`config.mk`:
```
export PLATFORM = sky130hd
export DESIGN_NAME = button_gesture_decoder
export DESIGN_NICKNAME = d
export VERILOG_FILES = /design/src/rtl/gesture_pkg.sv /design/src/rtl/button_debouncer.sv /design/src/rtl/button_gesture_decoder.sv
export SDC_FILE = /design/constraint.sdc
export NUM_CORES = 1
export LEC_CHECK = 0
export BUFFER_PORTS_ARGS = -buffer_cell sky130_fd_sc_hd__buf_2
export CORE_MARGIN = 2
export CORE_UTILIZATION = 56
export DETAILED_ROUTE_END_ITERATION = 7
export PLACE_DENSITY = 0.74
export REMOVE_ABC_BUFFERS = 1
export SLEW_MARGIN = 20
export SYNTH_ARGS = -nofsm -noshare
export SYNTH_HDL_FRONTEND = slang
export SYNTH_SLANG_ARGS = --single-unit
```
`constraint.sdc`:
```
create_clock -name Clock -period 2.3 [get_ports Clock]
set_input_delay 0.46 -clock Clock [delete_from_list [all_inputs] [get_ports Clock]]
set_output_delay 0.46 -clock Clock [all_outputs]
set_load 0.05 [all_outputs]
```
`src/rtl/gesture_pkg.sv`:
```
// Shared types for the button gesture path: the gesture code seen by downstream
// stages and the classifier state encoding.
package gesture_pkg;

    typedef enum logic [1:0] {
        G_NONE   = 2'b00,
        G_TAP    = 2'b01,
        G_DOUBLE = 2'b10,
        G_LONG   = 2'b11
    } gesture_t;

    typedef enum logic [2:0] {
        S_IDLE      = 3'd0,
        S_PRESS1    = 3'd1,
        S_GAP       = 3'd2,
        S_PRESS2    = 3'd3,
        S_LONG_HELD = 3'd4
    } fsm_state_t;

endpackage

```
`src/rtl/button_debouncer.sv`:
```
// Two-flop synchroniser followed by a counting debouncer; button_clean only
// follows the synchronised level after DEBOUNCE_CYCLES consecutive differing samples.
module button_debouncer #(
    parameter int DEBOUNCE_CYCLES = 50000
) (
    input  logic Clock,
    input  logic nReset,
    input  logic button,
    output logic button_clean
);

    localparam int CW = (DEBOUNCE_CYCLES > 2) ? $clog2(DEBOUNCE_CYCLES) : 1;
    localparam logic [CW-1:0] CNT_LAST = CW'(DEBOUNCE_CYCLES - 1);
    localparam logic [CW-1:0] CNT_ONE  = CW'(1);

    logic          sync1_r;
    logic          button_s;
    logic          clean_r;
    logic [CW-1:0] cnt_r;

    // Synchroniser for the asynchronous raw input (idle level is high).
    always_ff @(posedge Clock or negedge nReset) begin
        if (!nReset) begin
            sync1_r  <= 1'b1;
            button_s <= 1'b1;
        end else begin
            sync1_r  <= button;
            button_s <= sync1_r;
        end
    end

    // Any sample that agrees with the accepted level restarts the count.
    always_ff @(posedge Clock or negedge nReset) begin
        if (!nReset) begin
            clean_r <= 1'b1;
            cnt_r   <= '0;
        end else if (button_s == clean_r) begin
            cnt_r   <= '0;
        end else if (cnt_r == CNT_LAST) begin
            clean_r <= button_s;
            cnt_r   <= '0;
        end else begin
            cnt_r   <= cnt_r + CNT_ONE;
        end
    end

    assign button_clean = clean_r;

endmodule

```
`src/rtl/button_gesture_decoder.sv`:
```
// Debounced pushbutton classifier: turns press/release timing into single-cycle
// TAP, DOUBLE and LONG strobes.
module button_gesture_decoder
    import gesture_pkg::*;
#(
    parameter int DEBOUNCE_CYCLES = 50000,
    parameter int LONG_CYCLES     = 25000000,
    parameter int GAP_CYCLES      = 12500000
) (
    input  logic       Clock,
    input  logic       nReset,
    input  logic       button,
    output logic       button_clean,
    output logic       gesture_valid,
    output logic [1:0] gesture_code,
    output logic       busy
);

    localparam int MAX_CYCLES = (LONG_CYCLES > GAP_CYCLES) ? LONG_CYCLES : GAP_CYCLES;
    localparam int TW         = $clog2(MAX_CYCLES);
    localparam logic [TW-1:0] LONG_LAST = TW'(LONG_CYCLES - 1);
    localparam logic [TW-1:0] GAP_LAST  = TW'(GAP_CYCLES - 1);
    localparam logic [TW-1:0] TIMER_ONE = TW'(1);
    localparam int ACW = $clog2(DEBOUNCE_CYCLES + 3);
    localparam logic [ACW-1:0] ARM_LAST = ACW'(DEBOUNCE_CYCLES + 2);
    localparam logic [ACW-1:0] ARM_ONE  = ACW'(1);

    logic           clean_s;
    logic           clean_prev_r;
    logic           armed_r;
    logic [ACW-1:0] arm_cnt_r;
    logic           press_s;
    logic           release_s;
    fsm_state_t     state_r;
    fsm_state_t     state_next_s;
    logic [TW-1:0]  timer_r;
    logic [TW-1:0]  timer_next_s;
    gesture_t       strobe_s;
    logic           valid_r;
    gesture_t       code_r;
    logic           busy_r;

    button_debouncer #(
        .DEBOUNCE_CYCLES(DEBOUNCE_CYCLES)
    ) u_debouncer (
        .Clock       (Clock),
        .nReset      (nReset),
        .button      (button),
        .button_clean(clean_s)
    );

    // Edge detector on the debounced level.
    always_ff @(posedge Clock or negedge nReset) begin
        if (!nReset) begin
            clean_prev_r <= 1'b1;
        end else begin
            clean_prev_r <= clean_s;
        end
    end

    // A button held through reset shows up as a late falling edge; ignore presses
    // until a release is seen or the level has stayed high past the debounce latency.
    always_ff @(posedge Clock or negedge nReset) begin
        if (!nReset) begin
            armed_r   <= 1'b0;
            arm_cnt_r <= '0;
        end else if (armed_r) begin
            armed_r   <= 1'b1;
        end else if (release_s) begin
            armed_r   <= 1'b1;
        end else if (!clean_s) begin
            arm_cnt_r <= '0;
        end else if (arm_cnt_r == ARM_LAST) begin
            armed_r   <= 1'b1;
        end else begin
            arm_cnt_r <= arm_cnt_r + ARM_ONE;
        end
    end

    assign press_s   = armed_r & clean_prev_r & ~clean_s;
    assign release_s = ~clean_prev_r & clean_s;

    // Next-state, shared timer and strobe decision; events win over timer expiry.
    always_comb begin
        state_next_s = state_r;
        timer_next_s = timer_r;
        strobe_s     = G_NONE;
        case (state_r)
            S_IDLE: begin
                if (press_s) state_next_s = S_PRESS1;
                else         state_next_s = S_IDLE;
            end
            S_PRESS1: begin
                if (release_s) begin
                    state_next_s = S_GAP;
                end else if (timer_r == LONG_LAST) begin
                    state_next_s = S_LONG_HELD;
                    strobe_s     = G_LONG;
                end else begin
                    timer_next_s = timer_r + TIMER_ONE;
                end
            end
            S_GAP: begin
                if (press_s) begin
                    state_next_s = S_PRESS2;
                end else if (timer_r == GAP_LAST) begin
                    state_next_s = S_IDLE;
                    strobe_s     = G_TAP;
                end else begin
                    timer_next_s = timer_r + TIMER_ONE;
                end
            end
            S_PRESS2: begin
                if (release_s) begin
                    state_next_s = S_IDLE;
                    strobe_s     = G_DOUBLE;
                end else begin
                    state_next_s = S_PRESS2;
                end
            end
            S_LONG_HELD: begin
                if (release_s) state_next_s = S_IDLE;
                else           state_next_s = S_LONG_HELD;
            end
            default: begin
                state_next_s = S_IDLE;
            end
        endcase
        if (state_next_s != state_r) timer_next_s = '0;
        else                         timer_next_s = timer_next_s;
    end

    // State, timer and registered outputs.
    always_ff @(posedge Clock or negedge nReset) begin
        if (!nReset) begin
            state_r <= S_IDLE;
            timer_r <= '0;
            valid_r <= 1'b0;
            code_r  <= G_NONE;
            busy_r  <= 1'b0;
        end else begin
            state_r <= state_next_s;
            timer_r <= timer_next_s;
            valid_r <= (strobe_s != G_NONE);
            code_r  <= strobe_s;
            busy_r  <= (state_next_s != S_IDLE);
        end
    end

    assign button_clean  = clean_s;
    assign gesture_valid = valid_r;
    assign gesture_code  = code_r;
    assign busy          = busy_r;

endmodule

```
# [After elaboration in Yosys (flattened, before gate mapping)]
# Cells that the tools add are included.
[totals] reg_bits=69 out_inout_bits=5 input_bits=3
[op_classes] n_bitwise=8 eq_ne=15 n_reduce_logical=7 n_mux=28 addsub=3
[op_table] cell="$mux 25" count=5
[op_table] cell="$mux 16" count=4
[op_table] cell="$pmux 25 s2" count=1
[op_table] cell="$add 16x1->16 const B" count=2
[op_table] cell="$eq 16x16->1 const B" count=2
[op_table] cell="$add 25x1->25 const B" count=1
[op_table] cell="$eq 25x24->1 const B" count=1
[op_table] cell="$eq 25x25->1 const B" count=1
[op_table] cell="$mux 3" count=5
[op_table] cell="$pmux 3 s5" count=1
[op_table] cell="$ne 3x3->1 const B" count=4
[op_table] cell="$mux 2" count=4
[op_table] cell="$mux 1" count=7
[op_table] cell="$eq 3x2->1 const B" count=2
[op_table] cell="$pmux 2 s3" count=1
[op_table] cell="$reduce_bool 3->1" count=2
[op_table] cell="$not 1->1" count=5
[op_table] cell="$reduce_and 5->1" count=1
[op_table] cell="$and 1x1->1" count=3
[op_table] cell="$eq 3x1->1 const B" count=1
[op_table] cell="$eq 3x3->1 const B" count=1
[op_table] cell="$logic_not 3->1" count=1
[op_table] cell="$ne 3x3->1" count=1
[op_table] cell="$reduce_and 3->1" count=1
[op_table] cell="4 further kinds" count=4

# [Longest topological paths before layout]
# Gate-level depths: netlist (run 1).
[logic_depth] depth_word=7 ltp_mapped=9

# [By module]
# From an unflattened synthesis (run 1), not the netlist that was laid out.
[hier_totals] cells_unflattened=386 area_unflattened_um2=3766.1
[modules_own_cells] mod="button_gesture_decoder" n_inst=1 cells_each=302 area_per_inst_um2=2866.5
[modules_own_cells] mod="button_debouncer" n_inst=1 cells_each=84 area_per_inst_um2=899.6

# [Least setup slack after synthesis (run 1)]
# No wires, ideal clock.
[synth_timing] kind="register to register" start="reg timer_r[7]" end="reg timer_r[6]" t_arrival_ns=2.191 period_less_slack_ns=2.310 stages_incl_launch_ff=7 setup_slack_ns=-0.010 n_path_buf=1 setup_time_ns=0.120 path_cell_list="dfrtp_1 > or4b_4 > nand4b_4 > or4_4 > o221ai_4 > buf_6 > nor2_1"
[synth_via] elab_chain_len=7 word_cells_on_any_way=15
[synth_rtl] element="start, declared" line="button_gesture_decoder.sv:36" rtl="logic [TW-1:0] timer_r;"
[synth_rtl] element="start signal, assigned" line="button_gesture_decoder.sv:143" rtl="timer_r <= timer_next_s;"
[synth_rtl] element="$eq 25x24->1 / $eq 25x25->1 (equally long branches)" line="button_gesture_decoder.sv:106, button_gesture_decoder.sv:96"
[synth_rtl] element="$mux 3 (on tied branches)" line="button_gesture_decoder.sv:106, button_gesture_decoder.sv:96"
[synth_rtl] element="$mux 3 (on tied branches)" line="button_gesture_decoder.sv:104, button_gesture_decoder.sv:94"
[synth_rtl] element="$pmux 3 s5" line="button_gesture_decoder.sv:88" rtl="case (state_r)"
[synth_rtl] element="$ne 3x3->1" line="button_gesture_decoder.sv:129" rtl="if (state_next_s != state_r) timer_next_s = '0;"
[synth_rtl] element="$ne 3x3->1 (no source line) / $reduce_bool 3->1 (equally long branches)"
[synth_rtl] element="$reduce_and 5->1 (no source line)"
# Several ways; a longest one is shown, not always the timed one.
# A chain may end at the register's enable or synchronous reset.

# [Worst setup path after layout (run 1)]
[layout_timing] start="reg timer_r[24]" end="reg timer_r[17]"
# Same word-level chain as after synthesis.

==> out/results.ini, run 1 <==
[run_status]
status=complete, no violations

[critical_path]
critPathBufInv=2
cp_max_fo=6
startpoint=timer_r[24]$_DFFE_PN0P_
required_ns=2.54
critPathTopFamily=simple AND/OR/NAND/NOR gates
path_cells=buf_6 -> or4_4 -> or4_4 -> o221ai_4 -> clkbuf_16 -> nor2_1
worst_path_most_repeated_cell=or4_4
cp-start-kind=register
slowest_delay_ns=0.58
crit_slowest_cell=or4_4
end_kind=register
crit_type=reg -> reg
timing.rr.start=timer_r[24]$_DFFE_PN0P_
cp.arrival_ns=2.53

[clocking]
cts-buffers-inserted=9
cts_hold_buffers=0
clock_path_buffers=2
cts.sink_count=69
clk_pin_slew_ns=0.08
cts_root_buf=clkbuf_8
htree_levels=3
clkLatencyLatePin_ns=0.36
cts_tree=built

[logic_synthesis]
synth_xor_area_share_pct=10.8
ys_seq_area_share_pct=47.3
ys.flop_type=dfrtp_1
ys_ff_latch=69
synth_edf_count=0
avgSynthCellArea_um2=9.55
yosys.area_share.simple_pct=28.1
syn_area_um2=3660
yosysWarnings=0
synth_compound_area_share_pct=8.72
syn-instance-count=383
ys_types=57
synth_fa_ha_area_share_pct=1.37
synthArstFlopShare_pct=100
synth_top_family_by_area=simple AND/OR/NAND/NOR gates
muxShareOfSynthArea_pct=1.13

[place]
dp_hpwl_um=5280
place_congestion=0.932
io_buffers=7
place_area_um2=3950

[finish]
n_antenna_cell=0
regArea_um2=1730
nFillCells=494
drive_above_1_share_pct=18.9
final_area_um2=4270
area.growth.synth_to_final_pct=16.8
multi_input_area_um2=1880
layout.nets=426

[power]
clkPwrFrac_pct=46.4
cellPowerDensity_nw_per_um2=552
p_comb_share_pct=1.7
vdd_ir_drop_max_uv=478
p_leak_nw=1.91
netSwitchingPower_mw=0.519
seq_power_share_pct=51.9
switching_share_pct=22.0
p_int_mw=1.84

[timing]
tightest_slew_ns=0.488
setup_viol_count_final=0
fmax_mhz=437
skew_ns=0.0117
final.setup.tns_ns=0
finalHoldViolCount=0
max_slew_margin_pct=67.4
slew_viol_final=0
period_share_pct=99.4
rsz0062_at_grt=yes
timing.final.crit_period_ns=2.29

[floorplan]
start_util_pct=57.6
row_count=29
core_area_um2=6350
die-area_um2=7200
die-height_um=84.8
ios=8
fp.dieW_um=84.8

[drt]
drcViolationCount=0
dr.pass1.iters=4
via_per_inst=5.90
finalWirelength_um=8070
drt_iter0_drc=249
wl_per_cell_um=16.1
vias=2956
postRouteAntennaNets=0

[min_path]
hold_path_class=in -> async

[global_routing]
grt_max_degree=70
grt_use_total_pct=23.7
grt_pass1_wl_um=13600
antenna_found_initial=0
grt_pass1_vias=2875
grt_overflow_total=0

[run]
drv_cap=0

==> cell usage after synthesis (3+ instances only) <==
cell type	number	area share [%]
dfstp_2	4	2.9
or4_1	3	0.62
nand2_1	22	2.3
inv_1	6	0.62
and3_1	11	1.9
dfrtp_1	65	44
or3_1	7	1.2
and4b_1	3	0.82
nor3_1	14	1.9
ha_1	4	1.4
a21oi_1	14	1.9
clkbuf_1	9	0.92
nor2b_1	6	1.0
o21ai_0	14	1.9
nor4_1	3	0.51
mux2i_1	3	0.82
nand4_1	11	1.9
nand3_1	26	3.6
xnor2_1	17	4.1
or2_2	4	0.68
nand2b_1	6	1.0
and4_1	3	0.72
nor2_1	61	6.3
and2_1	4	0.68
xor2_1	28	6.7
==> path summary, 6_finish.rpt <==
check | to | depth (start not counted) | slack [ns]
min in group Clock | u_debouncer.sync1_r$_DFF_PN1_ | 1 | 0.20
min reg2reg | u_debouncer.button_s$_DFF_PN1_ | 0 | 0.36
min | u_debouncer.cnt_r[3]$_DFF_PN0_ | 2 | 0.11
max reg2reg | timer_r[17]$_DFFE_PN0P_ | 6 | 0.01
max | timer_r[17]$_DFFE_PN0P_ | 6 | 0.01
max in group asynchronous | clean_prev_r$_DFF_PN1_ | 2 | 1.85
==> cell type report <==
cell class	instances	area share (%)
inverter	6	0.527
clock buffer	10	2.99
multi-input combinational	294	43.9
tap	77	2.26
sequential	69	40.5
timing repair buffer	39	7.70
clock inverter	6	2.08
==> power groups by stage <==
stage	sequential [mW]	clock [mW]	combinational [mW]
after floorplan	1.25	0	0.00899
after global placement	1.25	0	0.0404
after detailed placement	1.25	0	0.0418
after CTS	1.22	1.11	0.0424
after global routing	1.22	1.16	0.0480
final	1.22	1.10	0.0401
==> cells in the final DEF, fill, tap and decap left out, drive strengths merged, types with 4 or more instances in the layout <==
master  synthesis  routed
nand2          22      22
nand2b          6       6
xor2           28      28
and2            4       4
xnor2          17      17
or3             7       7
or2             4       4
or4             4       4
clkbuf         10      11
nor2b           6       6
o21ai          15      15
dfstp           4       4
ha              4       4
buf             4      38
nand3          26      26
nand4          11      11
dfrtp          65      65
inv             6       6
and3           11      11
a21oi          14      14
nor3           14      14
nor2           61      61
==> flip-flops by register name, summed over array words and instances, names as in the netlist <==
name                      count
arm_cnt_r                    16
armed_r                       1
busy                          1
clean_prev_r                  1
gesture_code                  2
gesture_valid                 1
state_r                       3
timer_r                      25
u_debouncer.button_clean      1
u_debouncer.button_s          1
u_debouncer.cnt_r            16
u_debouncer.sync1_r           1
==> layer usage <==
metal	track usage (%)	vias up	routed length, um	share of wire [%]
met2	38.4	70	3960	49
li1	-	1413	-	-
met1	30.8	1456	3650	45
met4	9.24	0	151	1.9
met3	6.23	17	304	3.8
met5	0	-	0	0
==> per-stage QoR <==
| stage | total power [mW] | hold slack (ns) | utilization (%) | std cells | setup slack [ns] |
|---|---|---|---|---|---|
| after floorplan | 1.26 | 0.164 | - | 369 | -0.119 |
| after global placement | 1.29 | 0.349 | 62.1 | 480 | -0.0233 |
| after global routing | 2.43 | 0.132 | 67.3 | 501 | -0.0190 |
| final | 2.36 | 0.106 | 67.3 | 501 | 0.0135 |
| after detailed placement | 1.29 | 0.352 | 62.1 | 480 | -0.0879 |
| after CTS | 2.37 | 0.128 | 65.6 | 496 | -0.0216 |
==> logic make-up (layout without fill, tap and decap cells) <==
group | count (synthesis) | in the layout
compound gates | 47 | 47
xor+xnor | 45 | 45
fa+ha+maj | 4 | 4
buf+inv | 20 | 61
flops | 69 | 69
mux | 4 | 4
simple gates | 194 | 194
==> repair_timing <==
item,CTS,global route
setup buffers,0,3
endpoints found under the setup margin,24,25
gates cloned,0,2
gates resized for setup,2,10
pin swaps,0,4
Note: power is estimated with default switching activity, not from simulation.
==> run 2, diff against run 1 <==
--- a/config.mk
+++ b/config.mk
@@ -6,10 +6,12 @@
 export NUM_CORES = 1
 export LEC_CHECK = 0
 export BUFFER_PORTS_ARGS = -buffer_cell sky130_fd_sc_hd__buf_2
+export CELL_PAD_IN_SITES_DETAIL_PLACEMENT = 1
+export CELL_PAD_IN_SITES_GLOBAL_PLACEMENT = 2
 export CORE_MARGIN = 2
-export CORE_UTILIZATION = 56
+export CORE_UTILIZATION = 36
 export DETAILED_ROUTE_END_ITERATION = 7
-export PLACE_DENSITY = 0.74
+export PLACE_DENSITY = 0.73
 export REMOVE_ABC_BUFFERS = 1
 export SLEW_MARGIN = 20
 export SYNTH_ARGS = -nofsm -noshare
==> run 2 against run 1 <==
Effect of this change:
- the flow now finishes with violations (setup timing)
- clock skew rose by 0.0019 ns
- hold slack improved by 0.023 ns
- largest power group unchanged
- total power fell by 9.0%
==> out/results.ini, run 2 (synthesis results as in run 1) <==
[timing]
final.setup.tns_ns=-0.00192  ; -0.00192 ns
skew_ns=0.0136  ; +0.00187 ns
max_slew_margin_pct=64.1  ; -3.3 points
setup_viol_count_final=1  ; +1
slew_viol_final=0  ; unchanged
finalHoldViolCount=0  ; unchanged
timing.final.crit_period_ns=2.30  ; +0.0154 ns
fmax_mhz=434  ; -0.67%
rsz0062_at_grt=yes
finalWorstSetupSlack_ns=-0.00192  ; -0.0154 ns
period_share_pct=100  ; +0.67 points
tightest_slew_ns=0.537  ; +0.0494 ns
hold_slack_ns=0.129  ; +0.0233 ns

[place]
dp.cells=542  ; +13%
place_area_um2=4060  ; +2.9%
io_buffers=7  ; unchanged
place_congestion=0.773  ; -17%
dp_hpwl_um=6180  ; +17%

[drt]
dr.pass1.iters=4  ; unchanged
vias=2967  ; +0.37%
drcViolationCount=0  ; unchanged
wl_per_cell_um=16.4  ; +1.5%
finalWirelength_um=9290  ; +15%
via_per_inst=5.22  ; -11%
postRouteAntennaNets=0  ; unchanged
drt_iter0_drc=83  ; -67%

[power]
p_int_mw=1.65  ; -10%
vdd_ir_drop_max_uv=205  ; -57%
cellPowerDensity_nw_per_um2=472  ; -14%
clkPwrFrac_pct=41.1  ; -5.3 points
p_comb_share_pct=1.9  ; +0.2 points
seq_power_share_pct=57.0  ; +5.1 points
total_power_mw=2.15  ; -9.0%
netSwitchingPower_mw=0.500  ; -3.8%
switching_share_pct=23.3  ; +1.2 points
p_leak_nw=1.93  ; +1.0%

[floorplan]
row_count=36  ; +24%
core_area_um2=9820  ; +55%
die-area_um2=11000  ; +53%
ios=8  ; unchanged
fp.dieW_um=105  ; +24%
start_util_pct=37.3  ; -20 points
die-height_um=105  ; +24%

[critical_path]
cp_max_fo=8  ; +2
cp.arrival_ns=2.55  ; +0.02 ns
required_ns=2.55  ; about the same
end_kind=register
crit_type=reg -> reg
cp-start-kind=register

[global_routing]
antenna_found_initial=0  ; unchanged
grt_max_degree=70  ; unchanged
grt_use_total_pct=17.7  ; -6.0 points
grt_pass1_vias=3154  ; +9.7%
grt_pass1_wl_um=15600  ; +15%
grt_overflow_total=0  ; unchanged

[finish]
area.growth.synth_to_final_pct=24.2
drive_above_1_share_pct=26.0  ; +7.1 points
largest_reg_flops=25  ; unchanged
final_cell_mix=64 x dfrtp_1, 44 x nor2_1, 34 x buf_4
layout.nets=437  ; +2.6%
final_common_cell=dfrtp_1
finalNonFillerCells=568  ; +13%
largest-register=timer_r
n_antenna_cell=0  ; unchanged
final_area_um2=4550  ; +6.4%
reg_top3=timer_r (25), arm_cnt_r (16), u_debouncer.cnt_r (16)

[min_path]
hold_path_class=in -> async

[run]
drv_cap=0  ; unchanged

[clocking]
cts-buffers-inserted=9  ; unchanged
htree_levels=3  ; unchanged
clock_path_buffers=2  ; unchanged
cts_hold_buffers=0  ; unchanged
cts_tree=built
cts_root_buf=clkbuf_8
clkLatencyLatePin_ns=0.36  ; about the same
clk_pin_slew_ns=0.08  ; about the same
cts.sink_count=69  ; unchanged

[run_status]
status=finished, violations left
violations=setup timing

-- run 2: cell types whose count changed in the layout (fill, tap and decap cells not counted), sizes merged --
cell	previous run	this run
bufinv	2	0
buf	38	48
clkbuf	11	14
-- run 2: worst paths after layout --
kind / startpoint / endpoint / slack [ns] / depth (start not counted)
setup / recovery: timer_r[16]$_DFFE_PN0P_ / timer_r[1]$_DFFE_PN0P_ / -0.002 / 6
hold / removal: nReset / timer_r[19]$_DFFE_PN0P_ / 0.13 / 2
setup reg to reg: timer_r[16]$_DFFE_PN0P_ / timer_r[1]$_DFFE_PN0P_ / -0.002 / 6
hold reg to reg: u_debouncer.sync1_r$_DFF_PN1_ / u_debouncer.button_s$_DFF_PN1_ / 0.36 / 0
max in group asynchronous: nReset / clean_prev_r$_DFF_PN1_ / 1.85 / 2
min in group Clock: button / u_debouncer.sync1_r$_DFF_PN1_ / 0.22 / 1
-- run 2: final cells by class --
cell class,instances,area [um2]
fill,1157,5270
multi-input combinational,294,2000
sequential,69,1730
timing repair buffer,50,453
tap,133,166
clock buffer,12,145
clock inverter,4,25.0
inverter,6,22.5
-- run 2: power by group through the flow --
| stage | registers [mW] | clock network, mW | logic, mW |
|---|---|---|---|
| finish | 1.22 | 0.882 | 0.0403 |
| global route | 1.22 | 0.973 | 0.0471 |
| CTS | 1.22 | 0.919 | 0.0436 |
| detailed placement | 1.25 | 0 | 0.0434 |
| global placement | 1.25 | 0 | 0.0428 |
| floorplan | 1.25 | 0 | 0.00899 |
-- run 2: repair_timing --
item | CTS | global route
buffers inserted | 3 | 4
setup endpoints to repair | 25 | 26
resized for setup | 11 | 38
gates cloned | 1 | 2
pin swaps | 2 | 10
-- run 2: per-layer routing --
layer	track usage (%)	share of wire [%]
met3	4.12	2.1
met1	22.8	47
met5	0	0
met2	29.2	49
met4	6.19	1.7
-- run 2: worst max-delay path, stage by stage (launching register included) --
cell	delay, ns
dfrtp_1	0.41
or4b_1	0.46
or4_1	0.55
o21bai_1	0.22
and2_4	0.25
mux2i_4	0.26
nor2_4	0.03
-- run 2: through the flow --
| stage | utilization [%] | worst slack (ns) |
|---|---|---|
| 3_5_place_dp | 41.3 | -0.0295 |
| 5_1_grt | 46.3 | -0.0817 |
| 3_3_place_gp | 41.3 | -0.0341 |
| 2_1_floorplan | - | -0.119 |
| 6_report | 46.3 | -0.00192 |
| 4_1_cts | 44.0 | 0.0148 |
==> run 3, diff against run 2 <==
--- a/config.mk
+++ b/config.mk
@@ -9,9 +9,9 @@
 export CELL_PAD_IN_SITES_DETAIL_PLACEMENT = 1
 export CELL_PAD_IN_SITES_GLOBAL_PLACEMENT = 2
 export CORE_MARGIN = 2
-export CORE_UTILIZATION = 36
+export CORE_UTILIZATION = 30
 export DETAILED_ROUTE_END_ITERATION = 7
-export PLACE_DENSITY = 0.73
+export PLACE_DENSITY = 0.63
 export REMOVE_ABC_BUFFERS = 1
 export SLEW_MARGIN = 20
 export SYNTH_ARGS = -nofsm -noshare
==> run 3 against run 2 <==
Effect of this change:
- clock-buffer cell count did not move
- critical path type unchanged
- fmax rose by 0.28%
- largest cell class unchanged
- the flow now finishes without violations
- sequential power barely moved
==> out/results.ini, run 3 (synthesis results as in run 1) <==
[power]
p_int_mw=2.01  ; +22%
vdd_ir_drop_max_uv=375  ; +83%
p_leak_nw=1.98  ; +2.8%
cellPowerDensity_nw_per_um2=570  ; +21%
netSwitchingPower_mw=0.568  ; +14%
clkPwrFrac_pct=50.9  ; +9.8 points
p_comb_share_pct=1.6  ; -0.3 points
total_power_mw=2.58  ; +20%
switching_share_pct=22.0  ; -1.3 points
seq_power_share_pct=47.5  ; -9.5 points

[global_routing]
grt_overflow_total=0  ; unchanged
grt_pass1_vias=3093  ; -1.9%
grt_use_total_pct=15.9  ; -1.8 points
antenna_found_initial=0  ; unchanged
grt_max_degree=70  ; unchanged
grt_pass1_wl_um=15800  ; +1.7%

[timing]
skew_ns=0.00879  ; -0.00481 ns
final.setup.tns_ns=0  ; +0.00192 ns
max_slew_margin_pct=64.1  ; about the same
setup_viol_count_final=0  ; -1
fmax_mhz=436  ; +0.28%
period_share_pct=99.8  ; -0.28 points
timing.final.crit_period_ns=2.30  ; -0.00647 ns
tightest_slew_ns=0.538  ; +0.000388 ns
rsz0062_at_grt=yes
finalWorstSetupSlack_ns=0.00456  ; +0.00647 ns
slew_viol_final=0  ; unchanged
hold_slack_ns=0.135  ; +0.00578 ns
finalHoldViolCount=0  ; unchanged

[critical_path]
cp.arrival_ns=2.52  ; -0.03 ns
worst_path_most_repeated_cell=or4_4
cp_max_fo=6  ; -2
slowest_delay_ns=0.57  ; +0.02 ns
crit_type=reg -> reg
cp-start-kind=register
crit_slowest_cell=or4_4
required_ns=2.52  ; -0.03 ns
path_cells=buf_4 -> or4_4 -> or4_4 -> o221ai_4 -> buf_12 -> clkbuf_16 -> a21oi_1
reg2reg_depth=7  ; +1
end_kind=register

[drt]
drt_iter0_drc=114  ; +37%
wl_per_cell_um=16.4  ; +0.43%
drcViolationCount=0  ; unchanged
finalWirelength_um=9520  ; +2.4%
dr.pass1.iters=4  ; unchanged
vias=2974  ; +0.24%
via_per_inst=5.14  ; -1.7%
postRouteAntennaNets=0  ; unchanged

[place]
dp_hpwl_um=6390  ; +3.5%
place_worst_setup_slack_ns=-0.0357  ; -0.00620 ns
place_area_um2=4090  ; +0.62%
place_congestion=0.754  ; -2.5%
io_buffers=7  ; unchanged
dp.cells=557  ; +2.8%

[finish]
area.growth.synth_to_final_pct=23.9
layout.nets=434  ; -0.69%
post-route-util_pct=37.9  ; -8.4 points
final_area_um2=4530  ; -0.25%
n_antenna_cell=0  ; unchanged
final_common_cell=dfrtp_1
finalNonFillerCells=579  ; +1.9%
final_cell_mix=65 x dfrtp_1, 54 x nor2_1, 33 x buf_4
largest_reg_flops=25  ; unchanged
reg_top3=timer_r (25), arm_cnt_r (16), u_debouncer.cnt_r (16)
drive_above_1_share_pct=21.5  ; -4.4 points
largest-register=timer_r

[clocking]
cts_hold_buffers=0  ; unchanged
cts_root_buf=clkbuf_16
cts.sink_count=69  ; unchanged
cts-buffers-inserted=9  ; unchanged
clock_path_buffers=2  ; unchanged
clkLatencyLatePin_ns=0.34  ; -0.02 ns
cts_tree=built
htree_levels=3  ; unchanged
clk_pin_slew_ns=0.06  ; -0.02 ns

[floorplan]
start_util_pct=30.6  ; -6.7 points
ios=8  ; unchanged
core_area_um2=12000  ; +22%
die-area_um2=13100  ; +19%
row_count=40  ; +11%
fp.dieW_um=114  ; +9.2%
die-height_um=114  ; +9.2%

[min_path]
hold_path_class=in -> async

[run_status]
status=complete, no violations

[run]
drv_cap=0  ; unchanged

run 3: layer usage:
metal  up-vias  global-route usage, %  wire (um)
met2        16                   26.2       4710
met4         0                   8.05        211
li1       1431                      -          -
met3        12                   3.18        144
met1      1515                   19.7       4450
met5         -                      0          0
run 3: repair_timing:
item / in CTS / in global routing
setup endpoints to repair: 25 / 27
cloned: 2 / 1
resized for setup: 7 / 15
buffers inserted: 2 / 2
pin swaps: 2 / 4
run 3: worst max-delay path, delay by kind of cell (launching register included):
family | cells | cell delay, ns
AOI/OAI and AO/OA | 2 | 0.27
and+or+nand+nor | 2 | 1.08
buffers and inverters | 3 | 0.45
DFF | 1 | 0.37
run 3: final timing paths:
path                                                    start                              to  slack (ns)
worst max register to register        timer_r[16]$_DFFE_PN0P_         timer_r[10]$_DFFE_PN0P_       0.005
max in group asynchronous                              nReset          clean_prev_r$_DFF_PN1_        1.83
worst min register to register  u_debouncer.sync1_r$_DFF_PN1_  u_debouncer.button_s$_DFF_PN1_        0.36
worst min-delay path                                   nReset  u_debouncer.cnt_r[5]$_DFF_PN0_        0.13
worst max-delay path                  timer_r[16]$_DFFE_PN0P_         timer_r[10]$_DFFE_PN0P_       0.005
min in group Clock                                     button   u_debouncer.sync1_r$_DFF_PN1_        0.23
run 3: power by group through the flow:
stage	clock, mW	combinational, mW	sequential, mW
6_report	1.32	0.0413	1.23
5_1_grt	1.42	0.0496	1.23
3_3_place_gp	0	0.0442	1.25
2_1_floorplan	0	0.00899	1.25
3_5_place_dp	0	0.0444	1.25
4_1_cts	1.37	0.0448	1.23
run 3: cell type report:
class	count	area [um2]
fill	1361	7430
multi-input combinational	294	1900
sequential	69	1730
timing repair buffer	47	418
clock buffer	12	256
tap	147	184
clock inverter	4	22.5
inverter	6	22.5
